## src/rtl/imm_pkg.sv

```systemverilog
`default_nettype none
// ============================================================================
//  Module      : imm_pkg
//  Description : Shared immediate-format definitions for decode, control and
//                the immediate generator.
//                - imm_src_t   : 3-bit format select; codes 00..11 keep the
//                                meaning of the legacy 2-bit select.
//                - INSTR_WIDTH : raw instruction word width.
//  Revision    : 1.0  initial release
// ============================================================================
package imm_pkg;

  localparam int INSTR_WIDTH = 32;

  typedef enum logic [2:0] {
    IMM_I     = 3'b000,
    IMM_S     = 3'b001,
    IMM_B     = 3'b010,
    IMM_U     = 3'b011,
    IMM_J     = 3'b100,
    IMM_SHAMT = 3'b101,
    IMM_ZIMM  = 3'b110,
    IMM_ILL   = 3'b111
  } imm_src_t;

endpackage : imm_pkg
`default_nettype wire

```

## src/rtl/imm_extract.sv

```systemverilog
`default_nettype none
// ============================================================================
//  Module      : imm_extract
//  Description : Combinational immediate extraction and extension for the
//                RV32I/RV64I formats plus shift amount and CSR zimm.
//  Ports       : instr   in  INSTR_WIDTH  raw instruction word
//                ImmSrc  in  3            format select (imm_src_t encoding)
//                ImmOp   out DATA_WIDTH   extended immediate
//                illegal out 1            ImmSrc was the reserved code 3'b111
//  Revision    : 1.0  initial release
// ============================================================================
module imm_extract
  import imm_pkg::*;
#(
  parameter int DATA_WIDTH = 32
) (
  input  logic [INSTR_WIDTH-1:0] instr,
  input  logic [2:0]             ImmSrc,
  output logic [DATA_WIDTH-1:0]  ImmOp,
  output logic                   illegal
);

  // Only 32- and 64-bit datapaths are meaningful; stop elaboration otherwise.
  if (!(DATA_WIDTH == 32 || DATA_WIDTH == 64)) begin : g_width_check
    $error("imm_extract: DATA_WIDTH must be 32 or 64");
  end

  // Every format is built at 64 bits and then truncated. Sign extension to 64
  // followed by truncation gives the correct 32-bit result too, so U-type
  // needs no special case for a zero-width replication.
  logic [63:0] w_imm64;
  logic        w_sign;
  logic        w_shamt_msb;

  assign w_sign      = instr[31];
  // RV64 shift amounts are 6 bits; on RV32 bit 25 is not part of shamt.
  assign w_shamt_msb = (DATA_WIDTH == 64) ? instr[25] : 1'b0;

  always_comb begin
    w_imm64 = '0;
    illegal = 1'b0;
    case (imm_src_t'(ImmSrc))
      IMM_I:     w_imm64 = {{52{w_sign}}, instr[31:20]};
      IMM_S:     w_imm64 = {{52{w_sign}}, instr[31:25], instr[11:7]};
      IMM_B:     w_imm64 = {{52{w_sign}}, instr[7], instr[30:25], instr[11:8], 1'b0};
      IMM_U:     w_imm64 = {{32{w_sign}}, instr[31:12], 12'b0};
      IMM_J:     w_imm64 = {{44{w_sign}}, instr[19:12], instr[20], instr[30:21], 1'b0};
      IMM_SHAMT: w_imm64 = {58'b0, w_shamt_msb, instr[24:20]};
      IMM_ZIMM:  w_imm64 = {59'b0, instr[19:15]};
      default: begin
        // Reserved code: flag it rather than alias it onto a real format.
        w_imm64 = '0;
        illegal = 1'b1;
      end
    endcase
  end

  assign ImmOp = w_imm64[DATA_WIDTH-1:0];

  // Opcode bits never feed an immediate; the upper half is dropped for RV32.
  logic w_unused;
  assign w_unused = ^{instr[6:0], w_imm64};

endmodule : imm_extract
`default_nettype wire

```

## src/rtl/imm_gen_pipe.sv

```systemverilog
`default_nettype none
// ============================================================================
//  Module      : imm_gen_pipe
//  Description : Registered, valid/ready flow-controlled immediate generator
//                sitting between decode and execute. A 2-entry elastic buffer
//                (output register + skid register) gives 1-cycle latency and
//                full throughput while keeping in_ready purely registered.
//  Ports       : clk        in   1           rising-edge clock
//                rst_n      in   1           asynchronous active-low reset
//                in_valid   in   1           instr/ImmSrc valid
//                in_ready   out  1           input accepted this cycle
//                instr      in   32          raw instruction word
//                ImmSrc     in   3           format select
//                out_valid  out  1           ImmOp/illegal valid
//                out_ready  in   1           consumer accepts output
//                ImmOp      out  DATA_WIDTH  extended immediate
//                illegal    out  1           ImmSrc was 3'b111
//  Revision    : 1.0  initial release
// ============================================================================
module imm_gen_pipe
  import imm_pkg::*;
#(
  parameter int DATA_WIDTH = 32
) (
  input  logic                   clk,
  input  logic                   rst_n,
  input  logic                   in_valid,
  output logic                   in_ready,
  input  logic [INSTR_WIDTH-1:0] instr,
  input  logic [2:0]             ImmSrc,
  output logic                   out_valid,
  input  logic                   out_ready,
  output logic [DATA_WIDTH-1:0]  ImmOp,
  output logic                   illegal
);

  logic [DATA_WIDTH-1:0] w_ext_imm;
  logic                  w_ext_ill;

  imm_extract #(
    .DATA_WIDTH (DATA_WIDTH)
  ) u_extract (
    .instr   (instr),
    .ImmSrc  (ImmSrc),
    .ImmOp   (w_ext_imm),
    .illegal (w_ext_ill)
  );

  logic                  r_out_valid;
  logic [DATA_WIDTH-1:0] r_out_imm;
  logic                  r_out_ill;
  logic                  r_skid_valid;
  logic [DATA_WIDTH-1:0] r_skid_imm;
  logic                  r_skid_ill;

  logic w_accept;
  logic w_out_free;

  // The skid register is empty exactly when there is room for one more item,
  // so in_ready comes straight from a flop with no path from out_ready.
  assign in_ready   = ~r_skid_valid;
  assign w_accept   = in_valid & in_ready;
  // The output register may be (re)loaded this edge.
  assign w_out_free = ~r_out_valid | out_ready;

  always_ff @(posedge clk or negedge rst_n) begin
    if (!rst_n) begin
      r_out_valid  <= 1'b0;
      r_out_imm    <= '0;
      r_out_ill    <= 1'b0;
      r_skid_valid <= 1'b0;
      r_skid_imm   <= '0;
      r_skid_ill   <= 1'b0;
    end else if (w_out_free) begin
      if (r_skid_valid) begin
        // FULL -> ONE: the older skid item goes out first. in_ready was low,
        // so no new item can arrive on this edge.
        r_out_valid  <= 1'b1;
        r_out_imm    <= r_skid_imm;
        r_out_ill    <= r_skid_ill;
        r_skid_valid <= 1'b0;
      end else if (w_accept) begin
        // EMPTY -> ONE, or ONE reloaded with no bubble.
        r_out_valid <= 1'b1;
        r_out_imm   <= w_ext_imm;
        r_out_ill   <= w_ext_ill;
      end else begin
        // Data is left in place; only the valid drops.
        r_out_valid <= 1'b0;
      end
    end else if (w_accept) begin
      // Stalled in ONE: park the new item; the output holds steady.
      r_skid_valid <= 1'b1;
      r_skid_imm   <= w_ext_imm;
      r_skid_ill   <= w_ext_ill;
    end
  end

  assign out_valid = r_out_valid;
  assign ImmOp     = r_out_imm;
  assign illegal   = r_out_ill;

endmodule : imm_gen_pipe
`default_nettype wire

```

## config.mk

```make
export PLATFORM = sky130hd
export DESIGN_NAME = imm_gen_pipe
export DESIGN_NICKNAME = d
export VERILOG_FILES = /design/src/rtl/imm_pkg.sv /design/src/rtl/imm_extract.sv /design/src/rtl/imm_gen_pipe.sv
export SDC_FILE = /design/constraint.sdc
export NUM_CORES = 1
export LEC_CHECK = 0
export CAP_MARGIN = 20
export CELL_PAD_IN_SITES_DETAIL_PLACEMENT = 0
export CELL_PAD_IN_SITES_GLOBAL_PLACEMENT = 2
export CORE_ASPECT_RATIO = 1.1
export CORE_MARGIN = 2
export CORE_UTILIZATION = 31
export DETAILED_ROUTE_END_ITERATION = 10
export GPL_ROUTABILITY_DRIVEN = 0
export HOLD_SLACK_MARGIN = 0.06
export PLACE_DENSITY_LB_ADDON = 0.1
export REMOVE_ABC_BUFFERS = 1
export SETUP_SLACK_MARGIN = 0.15
export SKIP_LAST_GASP = 1
export SYNTH_ARGS = -nofsm -noshare
export SYNTH_HDL_FRONTEND = slang
export SYNTH_SLANG_ARGS = --single-unit
```

## constraint.sdc

```tcl
create_clock -name clk -period 1.6 [get_ports clk]
set_input_delay 0.24 -clock clk [delete_from_list [all_inputs] [get_ports clk]]
set_output_delay 0.24 -clock clk [all_outputs]
set_load 0.01 [all_outputs]
```

# ---- Word level (Yosys, flattened, before mapping)
# Index checks and enable logic that the tools add are counted.
dict set report totals {
  output_inout_bits 35
  wordCells 33
  ff_bits 68
}
dict set report classes {
  eq_ne 6
  bitwise_logic 5
  muxes 10
  reduce_logical 6
}
# operator n
set op_table {}
lappend op_table {{$pmux W32 S7} 1}
lappend op_table {{$mux W32} 2}
lappend op_table {{$eq A3 B3 Y1 const B} 3}
lappend op_table {{$mux W1} 7}
lappend op_table {{$reduce_or A7 Y1} 1}
lappend op_table {{$eq A3 B2 Y1 const B} 2}
lappend op_table {{$reduce_and A2 Y1} 2}
lappend op_table {{$reduce_bool A2 Y1} 2}
lappend op_table {{$eq A3 B1 Y1 const B} 1}
lappend op_table {{$logic_not A3 Y1} 1}
lappend op_table {{$not A1 Y1} 3}
lappend op_table {{$and A1 B1 Y1} 1}
lappend op_table {{$or A1 B1 Y1} 1}

# ---- Longest topological paths before layout
dict set report depth {
  depth_word 5
  depth_mapped 6
  depth_no_buf 4
}

# ---- Cells and area by module
# A second synthesis with hierarchy kept.
dict set report unflattened {
  cells_unflattened 272
  hier_area_um2 3562.2
}
# mod seq_area_each_um2 area_per_inst_um2 instances cells_per_inst
set modules_own_cells {}
lappend modules_own_cells {imm_gen_pipe 1701.6 2984.1 1 185}
lappend modules_own_cells {imm_extract 0.0 578.1 1 87}

# ---- Worst setup path before layout
# No wires, ideal clock.
dict set report synth_timing {
  path_kind {register -> register}
  start {register r_out_valid (netlist: out_valid)}
  end {register r_out_imm[16] (netlist: ImmOp[16])}
  path_buffers 2
  t_arrival_ns 1.236
  slack_ns 0.277
  period_less_slack_ns 1.323
  setup_time_ns 0.087
  required_time_ns 1.513
  path_stages_with_launch 6
  path_cell_list {dfrtp_1 -> nand2b_1 -> buf_2 -> clkbuf_1 -> nand3_1 -> o211ai_1}
}
dict set report synth_between {
  elab_chain_cells 3
}
# item line
set synth_lines {}
lappend synth_lines {{start, declared} imm_gen_pipe.sv:49} ;# logic r_out_valid;
lappend synth_lines {{start signal, assigned} imm_gen_pipe.sv:68} ;# r_out_valid <= 1'b0;
lappend synth_lines {{start signal, assigned} imm_gen_pipe.sv:78} ;# r_out_valid <= 1'b1;
lappend synth_lines {{start signal, assigned} imm_gen_pipe.sv:84} ;# r_out_valid <= 1'b1;
lappend synth_lines {{$not A1 Y1} imm_gen_pipe.sv:64} ;# assign w_out_free = ~r_out_valid | out_ready;
lappend synth_lines {{$or A1 B1 Y1} imm_gen_pipe.sv:64}
lappend synth_lines {{$reduce_and A2 Y1 (no line)} -}
lappend synth_lines {{end signal, assigned} imm_gen_pipe.sv:79} ;# r_out_imm <= r_skid_imm;
lappend synth_lines {{end signal, assigned} imm_gen_pipe.sv:85} ;# r_out_imm <= w_ext_imm;
lappend synth_lines {{end, declared} imm_gen_pipe.sv:50} ;# logic [DATA_WIDTH-1:0] r_out_imm;
# No other way between the ends.
# A chain may end at the register's enable or synchronous reset.

# ---- Final worst setup path
dict set report layout_timing {
  start {input port out_ready}
  end {register r_out_imm[17] (netlist: ImmOp[17])}
}
dict set report layout_between {
  elab_chain_cells 2
}
# item line
set layout_lines {}
lappend layout_lines {{start, declared} imm_gen_pipe.sv:32} ;# input logic out_ready,
lappend layout_lines {{$or A1 B1 Y1} imm_gen_pipe.sv:64}
lappend layout_lines {{$reduce_and A2 Y1 (no line)} -}
# No other way between the ends.

==> reports/metrics.yaml <==
sta:
  slew_headroom: 0.742
  slew_viol_final: 0
  min_period_ns: 1.37
  tns_ns: 0
  worst_pin_slew_ns: 0.388
  hold_violations: 0
  clock.fmax_mhz: 732
  period_share: 0.854
  grt_setup_unrepaired: "yes"
  worst_slack_ns: 0.233
  setup_viol: 0
  fin_skew_ns: 0.00312
clock_tree:
  cts_tree: "yes"
  insertion_delay_ns: 0.33
  cts_buffers: 9
  cts.sinks: 68
  root_buffer: "clkbuf_16"
  clk_pin_slew_ns: 0.05
  ctsLongestPathBuffers: 2
  cts_setup_buffers: 0
  h-tree-depth: 3
synth:
  synthXorXnorAreaFrac: 0
  postSynthAreaPerCell_um2: 9.37
  synth_area_leaders: "dfrtp_1 49%, nand2_1 8.1%, nand3_1 4.4%"
  synth_compound_area_frac: 0.241
  yosys.area.top_type: "dfrtp_1"
  syn_inst: 368
  synthDominantCellAreaShare: 0.493
  synth-seq-area-share: 0.493
  synthSimpleGateAreaFrac: 0.195
  synthAdderAreaFrac: 0.00326
  synth_mux_area_frac: 0.0149
  ys_async_sr_fraction: 1.00
  synth_edf_count: 0
  synth_top_family_by_area: "compound AO/OA/AOI/OAI gates"
  synth-seq-cells: 68
  synthFlopType: "dfrtp_1"
  ys_types: 38
  yosys_warnings: 0
  syn_area_mm2: 0.00345
global_route:
  grt_max_degree: 69
  grt_pass1_vias: 2879
  grt_overflow: 0
  grt_pass1_wl_um: 15700
  grt_usage: 0.168
  antenna_found_initial: 0
routing:
  drt_iter0_drc: 114
  wire_per_inst_um: 15.8
  num_vias: 3011
  routed_via_density: 4.91
  antenna_left: 0
  drc: 0
  routed_wl_um: 9700
  drt-pass1-iter-count: 4
critical_path:
  worstPathMaxFanout: 26
  ff2ff_path_depth: 5
  critPathSlowestCell: "clkdlybuf4s50_1"
  slowest_delay_ns: 0.45
  crit_path_cell_trace: "clkdlybuf4s50_1 > nand2b_1 > o21a_2 > nand2_2 > buf_12 > o211ai_1"
  cp-end-kind: "register"
  r2r_end: "ImmOp[17]"
  arrival_ns: 1.61
  required_ns: 1.84
  crit_type: "input port to register"
  reg2reg_from: "out_valid"
  start_kind: "input port"
  rrSetupSlack_ns: 0.26
placement:
  dp_hpwl_um: 6600
  place_inst: 595
  port_buffers: 66
  place_ws_ns: -0.246
  placed_area_mm2: 0.00452
floorplan:
  fp.dieArea_mm2: 0.0120
  start_util: 0.316
  ios: 74
  die_y_um: 115
  rows: 40
  die_w_um: 105
  fp.coreArea_mm2: 0.0109
power:
  p_per_area_mw_per_mm2: 1140
  vdd.ir_drop.worst_v: 0.000436
  power_mw: 5.51
  p_sw_mw: 1.55
  p_leak_nw: 2.19
  p_int_mw: 3.96
  pwr-share-seq: 0.402
  clkPwrFrac: 0.364
  p_comb_frac: 0.234
  swShare: 0.281
finish:
  diodes: 0
  final_cell_count_no_fill: 613
  fin_area_mm2: 0.00483
  nets: 500
  multi_input_area_mm2: 0.00158
  area.sequential_mm2: 0.00170
  fillCellCount: 1137
  area_growth_pct: 40.0
  drive_gt1_frac: 0.202
status:
  outcome: "completed"
run:
  cap_violations: 0
worst_hold_path:
  hold_class: "input port to asynchronous set/reset pin"
[worst max-delay path by stage]
stage,from,endpoint,depth (start not counted)
6_report,out_ready,ImmOp[17],6
5_1_grt,out_ready,ImmOp[5],5
4_1_cts,out_valid,out_valid,1
3_5_place_dp,ImmSrc[1],ImmOp[1],7
3_3_place_gp,ImmSrc[1],ImmOp[1],7
2_1_floorplan,r_skid_valid,r_skid_ill,3
[cells in the final DEF (no fill, tap or decap), drive strengths merged, types with 3 or more instances in the layout]
cell type / netlist / final
nand2: 75 / 75
dfrtp: 68 / 68
buf: 21 / 47
o21ai: 45 / 45
a21oi: 34 / 34
dlygate4sd2: 0 / 33
nand3: 30 / 30
clkdlybuf4s50: 0 / 27
o211ai: 26 / 26
clkbuf: 10 / 15
nand2b: 8 / 8
nor2: 8 / 8
o22a: 8 / 8
dlymetal6s2s: 0 / 5
nand3b: 5 / 5
nor3: 4 / 4
mux2i: 4 / 4
a211oi: 4 / 4
o21a: 4 / 4
nor3b: 3 / 3
nor2b: 3 / 3
[power by group through the flow]
stage	combinational (mW)	sequential, mW	clock (mW)
after floorplan	0.524	2.32	0
after global placement	1.40	2.25	0
after detailed placement	1.42	2.25	0
after CTS	1.31	2.22	2.06
after global routing	1.43	2.26	2.14
final	1.29	2.22	2.01
[per-layer routing]
| metal | track usage | part of all wire |
|---|---|---|
| met1 | 0.229 | 0.48 |
| met4 | 0.0640 | 0.016 |
| met2 | 0.270 | 0.47 |
| met3 | 0.0279 | 0.032 |
| met5 | 0 | 0 |
[worst max-delay path: cells and delay by family]
| kind | cells | cell delay [ns] |
|---|---|---|
| buffers and inverters | 2 | 0.63 |
| and+or+nand+nor | 2 | 0.33 |
| AOI/OAI and AO/OA | 2 | 0.41 |
[layout make-up]
type,count,area share
well taps,147,0.0381
multi-input cells,268,0.327
clock buffers,15,0.0554
repair buffers,113,0.220
inverters,1,0.000777
flip-flops and latches,68,0.352
clock inverters,1,0.00622
[what timing repair did]
item                                    CTS  global route
gates resized for setup                  35            12
gates cloned                              0             1
pin swaps                                 0             3
hold endpoints to repair                 68             0
endpoints found under the setup margin   36            42
hold buffers                              1             0
[cell families (layout without fill, tap and decap cells)]
| kind of cell | after synthesis | count (layout) |
|---|---|---|
| compound gates | 122 | 122 |
| buf+inv | 32 | 130 |
| simple gates | 140 | 140 |
| mux | 5 | 5 |
| flops | 68 | 68 |
| fa+ha+maj | 1 | 1 |
[state kept, by name, indices dropped and copies added, names as in the netlist]
signal,flops
ImmOp,32
illegal,1
out_valid,1
r_skid_ill,1
r_skid_imm,32
r_skid_valid,1
[metrics by stage]
step / utilization / hold WS, ns
2_1_floorplan: - / -0.0556
3_3_place_gp: 0.415 / 0.300
3_5_place_dp: 0.415 / 0.299
4_1_cts: 0.440 / 0.474
5_1_grt: 0.443 / 0.485
6_report: 0.443 / 0.460
[synth_stat cells, drive strengths merged (5+ instances only)]
library cell and n:
o22a 8, o21ai 45, a21oi 34, dfrtp 68, nor2 8, nand2b 8
buf 21, nand3b 5, nand2 75, clkbuf 10, o211ai 26, nand3 30
No activity file was read; power rests on OpenSTA's default activity.
